### src/rtl/piso_serializer.sv
// MSB-first parallel-to-serial stage with valid/ready load, optional inter-word gap
// and a pause input; bit_valid/last_bit feed the downstream collector directly.
module piso_serializer #(
    parameter int unsigned WIDTH = 8,
    parameter int unsigned GAP   = 0
) (
    input  logic             clk,
    input  logic             reset,
    input  logic             load_valid,
    output logic             load_ready,
    input  logic [WIDTH-1:0] load_data,
    input  logic             pause,
    output logic             serial_out,
    output logic             bit_valid,
    output logic             last_bit,
    output logic             busy
);

    localparam int unsigned   CW       = $clog2(WIDTH) + 1;
    localparam logic [CW-1:0] LAST_CNT = CW'(WIDTH - 1);
    localparam logic [7:0]    GAP_LOAD = 8'(GAP);

    typedef enum logic [1:0] {
        ST_IDLE,
        ST_SHIFT,
        ST_GAP
    } state_t;

    state_t           r_state;
    state_t           w_state_nxt;
    logic [WIDTH-1:0] r_shreg;
    logic [WIDTH-1:0] w_shreg_nxt;
    logic [CW-1:0]    r_count;
    logic [CW-1:0]    w_count_nxt;
    logic [7:0]       r_gap;
    logic [7:0]       w_gap_nxt;

    logic w_step;
    logic w_at_last;
    logic w_accept;

    assign w_step    = (r_state == ST_SHIFT) && !pause;
    assign w_at_last = (r_count == LAST_CNT);

    // Ready in SHIFT only on the unpaused LSB cycle, which allows a gapless reload.
    assign load_ready = (r_state == ST_IDLE) || ((GAP == 0) && w_step && w_at_last);
    assign w_accept   = load_valid && load_ready;
    assign busy       = (r_state != ST_IDLE);

    always_ff @(posedge clk or posedge reset) begin
        if (reset) begin
            r_state <= ST_IDLE;
            r_shreg <= '0;
            r_count <= '0;
            r_gap   <= '0;
        end else begin
            r_state <= w_state_nxt;
            r_shreg <= w_shreg_nxt;
            r_count <= w_count_nxt;
            r_gap   <= w_gap_nxt;
        end
    end

    always_comb begin
        w_state_nxt = r_state;
        w_shreg_nxt = r_shreg;
        w_count_nxt = r_count;
        w_gap_nxt   = r_gap;
        serial_out  = 1'b0;
        bit_valid   = 1'b0;
        last_bit    = 1'b0;

        case (r_state)
            ST_IDLE: begin
                if (w_accept) begin
                    w_shreg_nxt = load_data;
                    w_count_nxt = '0;
                    w_state_nxt = ST_SHIFT;
                end
            end

            ST_SHIFT: begin
                serial_out = r_shreg[WIDTH-1];
                bit_valid  = !pause;
                last_bit   = !pause && w_at_last;
                if (!pause) begin
                    if (w_at_last) begin
                        w_count_nxt = '0;
                        w_shreg_nxt = '0;
                        if (GAP != 0) begin
                            w_gap_nxt   = GAP_LOAD;
                            w_state_nxt = ST_GAP;
                        end else if (w_accept) begin
                            w_shreg_nxt = load_data;
                        end else begin
                            w_state_nxt = ST_IDLE;
                        end
                    end else begin
                        w_shreg_nxt = {r_shreg[WIDTH-2:0], 1'b0};
                        w_count_nxt = r_count + CW'(1);
                    end
                end
            end

            ST_GAP: begin
                w_gap_nxt = r_gap - 8'd1;
                if (r_gap <= 8'd1) begin
                    w_state_nxt = ST_IDLE;
                end
            end

            default: begin
                w_state_nxt = ST_IDLE;
            end
        endcase
    end

endmodule
### config.mk
export PLATFORM = sky130hd
export DESIGN_NAME = piso_serializer
export DESIGN_NICKNAME = d
export VERILOG_FILES = /design/src/rtl/piso_serializer.sv
export SDC_FILE = /design/constraint.sdc
export NUM_CORES = 1
export LEC_CHECK = 0
export BUFFER_PORTS_ARGS = -buffer_cell sky130_fd_sc_hd__buf_4
export CORE_MARGIN = 2
export CORE_UTILIZATION = 29
export CTS_CLUSTER_SIZE = 30
export DETAILED_ROUTE_END_ITERATION = 12
export SLEW_MARGIN = 5
export SYNTH_ARGS = -nofsm -noshare
export SYNTH_HDL_FRONTEND = slang
export SYNTH_SLANG_ARGS = --single-unit
### constraint.sdc
create_clock -name clk -period 1.5 [get_ports clk]
set_input_delay 0.15 -clock clk [delete_from_list [all_inputs] [get_ports clk]]
set_output_delay 0.15 -clock clk [all_outputs]
set_load 0.005 [all_outputs]
==> key figures <==
STA
  • Final Setup Violations: 0
  • Final Hold Viols: 0
  • Fmax: about 700 MHz
  • Slew @ Worst Pin: slightly above 0.5 ns
  • Count of pins over their slew limit: 0
  • Fin Setup TNS: 0 ns
  • Final Cycle Share: 95.4%
  • Clk_skew: about 0.0033 ns
  • Relative slew margins: between 60 and 70%
  • Setup WS post-layout: 0.0693 ns
  • Fin crit period: around 1.4 ns

Synth
  • Syn nets: 96
  • Largest family of logic cells by synthesized area: simple AND/OR/NAND/NOR gates
  • Synth Area in Compound Gates: between 10 and 15%
  • Xor/xnor cell area share of the yosys netlist: roughly 1.2%
  • Mapped cell area: 753 sq um
  • Average cell area after synthesis: roughly 9 sq um
  • Adder-Cell Fraction of Synth Area: between 1.5 and 2%
  • Sequential area share after synthesis: about 43%
  • Post-synthesis simple-gate area fraction: between 30 and 40%
  • Synth warn: 0
  • Mapped Cells: 83
  • Yosys cell types: 31
  • Mux cell area share after synthesis: under 10%
  • Post-synthesis register bit count: 13

Run
  • Max Cap Viol: 0

Worst setup path
  • Stages on worst setup path: 4
  • CP startpoint: r_count[1]$_DFFE_PP0P_
  • Worst Setup EP: load_ready
  • Crit-path cells: ha_2, nand2b_1, o21ai_2, buf_4
  • R2r setup slk: 0.20 ns
  • Data required time of the worst path: roughly 1.4 ns
  • CP Max Fanout: 4
  • Kind of cell adding the most delay to the critical path: flip-flops
  • Worst setup path category: reg -> out
  • CP startpoint kind: register
  • Worst path buffer plus inverter count: 1
  • CP max-delay cell: dfrtp_1
  • Reg-to-Reg End: r_shreg[0]$_DFFE_PP0P_
  • Worst Reg2Reg Path Length in Cells: 5
  • Crit path capture type: primary output
  • Data arrival, critical path: around 1.3 ns
  • CP peak stage delay: around 0.40 ns
  • Critical R2R Launch: r_count[1]$_DFFE_PP0P_

Routing
  • Total Wirelength: 1760 um
  • DR vias/cell: 5.13
  • Post-route DRC: 0
  • Routed vias: 687
  • DRT iter0 DRCs: 20
  • Drt wl/cell: approximately 13 um
  • Routed Antenna Nets: 0
  • DR pass1 iterations: 4

Place
  • Final Wtd Congestion: between 0.7 and 0.8
  • Number of port buffers: 16
  • Dpl ws: 0.171 ns
  • Post-DP HPWL: 1280 um
  • Placed cells: ~130

Die
  • Core ar.: 0.00248 sq mm
  • Std-Cell Rows: 18
  • Die area: 0.00302 sq mm
  • Io pins: 17
  • Die width: between 50 and 60 um
  • Initial core utilization: between 30% and 40%
  • Die height: between 50 and 60 um

Clock network
  • CTS H-Tree Depth: 1
  • Clock slew at reported path FFs: 0.08 ns
  • Longest Clk Path Bufs: 2
  • CTS Buf Count: 3
  • CTS tree: done
  • Clk_lat worst skew: between 0.2 and 0.3 ns
  • Clk Tree Root Cell: clkbuf_4
  • Clock sinks: 13

Global route
  • Initial antenna violation count: 0
  • Vias in the first global route: around 670
  • All-Layer GR Usage: between 10% and 20%
  • Overflow after GRT: 0
  • First-pass GRT wire length: approximately 3000 um
  • Pin count of the biggest net entering global routing: 14

Finish
  • Final nets: 118
  • Share of layout cells above drive strength 1: between 20% and 30%
  • Multi-input logic area: just under 400 sq um
  • Post-Layout Cell Count: around 130
  • Fillcell total: 272
  • Synthesis-to-finish area growth: 28.2%
  • Final core utilization: approximately two fifths
  • Most common cell after layout, fill and taps aside: buf_4
  • N_diodes: 0
  • Register area: roughly 330 sq um
  • Commonest cells after routing, fill and taps aside: 21 x buf_4, 14 x nand3_1, 12 x dfrtp_1

Power and ir drop
  • Pwr Total: around 1.4 mW
  • Maximum vdd drop: 0.853 mV
  • Leak pwr: between 0.4 and 0.5 nW
  • Pwr dens: 1420 mW/mm^2

Status
  • Status: complete, no violations

Worst hold path
  • Hold Crit Class: in -> reg
[routing by layer]
layer	vias to the layer above	wire length (um)	track usage [%]
met1	316	888	19.6
li1	342	-	-
met3	5	82	2.42
met5	-	0	0
met2	24	749	20.6
met4	0	43	7.72
[how the worst min path moves through the flow]
stage                                         to  slack, ns  depth (start not counted)         start
after floorplan           r_count[0]$_DFFE_PP0P_       0.03                          1         reset
after global placement    r_count[2]$_DFFE_PP0P_       0.22                          2         reset
after detailed placement  r_count[2]$_DFFE_PP0P_       0.21                          2         reset
after CTS                 r_shreg[3]$_DFFE_PP0P_        0.1                          3  load_data[3]
after global routing      r_shreg[2]$_DFFE_PP0P_       0.11                          3  load_data[2]
final                     r_shreg[3]$_DFFE_PP0P_       0.10                          3  load_data[3]
[kinds of logic (layout without fill, tap and decap cells)]
logic type               Yosys count  count (layout)
AO/OA/AOI/OAI                     16              16
XOR/XNOR                           1               1
adder cells (fa/ha/maj)            1               1
buffers and inverters              9              30
flip-flops                        13              13
multiplexers                       3               3
AND/OR/NAND/NOR                   40              40
[metrics by stage]
stage | cell area (sq um) | hold WS (ns)
6_report | 966 | 0.102
5_1_grt | 966 | 0.112
3_3_place_gp | 896 | 0.218
2_1_floorplan | 753 | 0.0270
3_5_place_dp | 896 | 0.213
4_1_cts | 950 | 0.0999
[registers in the layout, indices dropped and copies added, names as in the netlist]
signal,cells
r_state,1
r_count,4
r_shreg,8
[synth_stat cells, drive strengths merged]
master / number / area (sq um)
and2: 2 / 12.5
o31ai: 1 / 7.51
a21oi: 1 / 5.00
dfrtp: 13 / 325
and3b: 1 / 10.0
nor3b: 1 / 7.51
or2b: 1 / 7.51
nand4b: 1 / 8.76
clkbuf: 2 / 7.51
ha: 1 / 12.5
nor2: 2 / 7.51
inv: 4 / 15.0
a22o: 1 / 8.76
nor2b: 2 / 12.5
nand2: 5 / 18.8
a21o: 1 / 7.51
buf: 3 / 15.0
mux2i: 2 / 20.0
nand2b: 3 / 18.8
a32o: 1 / 10.0
or4b: 1 / 10.0
a2bb2oi: 2 / 17.5
o21ai: 8 / 43.8
o311ai: 1 / 8.76
nand3b: 1 / 7.51
or2: 1 / 6.26
xnor2: 1 / 8.76
nand3: 14 / 70.1
mux2: 1 / 11.3
nand4: 5 / 31.3
[report_power, final]
part           switching, mW  internal (mW)
combinational          0.246          0.309
clock                  0.119          0.103
sequential             0.107          0.483
[timing repair]
item,in CTS,in global routing
hold buffers,1,0
hold endpoints to repair,13,0
buffers inserted,2,2
resized for setup,1,1
pin swaps,0,1
endpoints found under the setup margin,2,2
[worst register-to-register path: stages, from the launching register on]
cell and delay (ns):
dfrtp_1 0.42, ha_2 0.21, nand2b_1 0.13, o21ai_2 0.07, buf_4 0.14, a32o_1 0.24
[cell type report]
cell class,count,share of cell area (%)
inverter,4,1.55
sequential,13,33.8
multi-input combinational,61,40.7
tap,30,3.89
clock buffer,4,2.72
timing repair buffer,22,17.4
No activity file was read; power rests on OpenSTA's default activity.
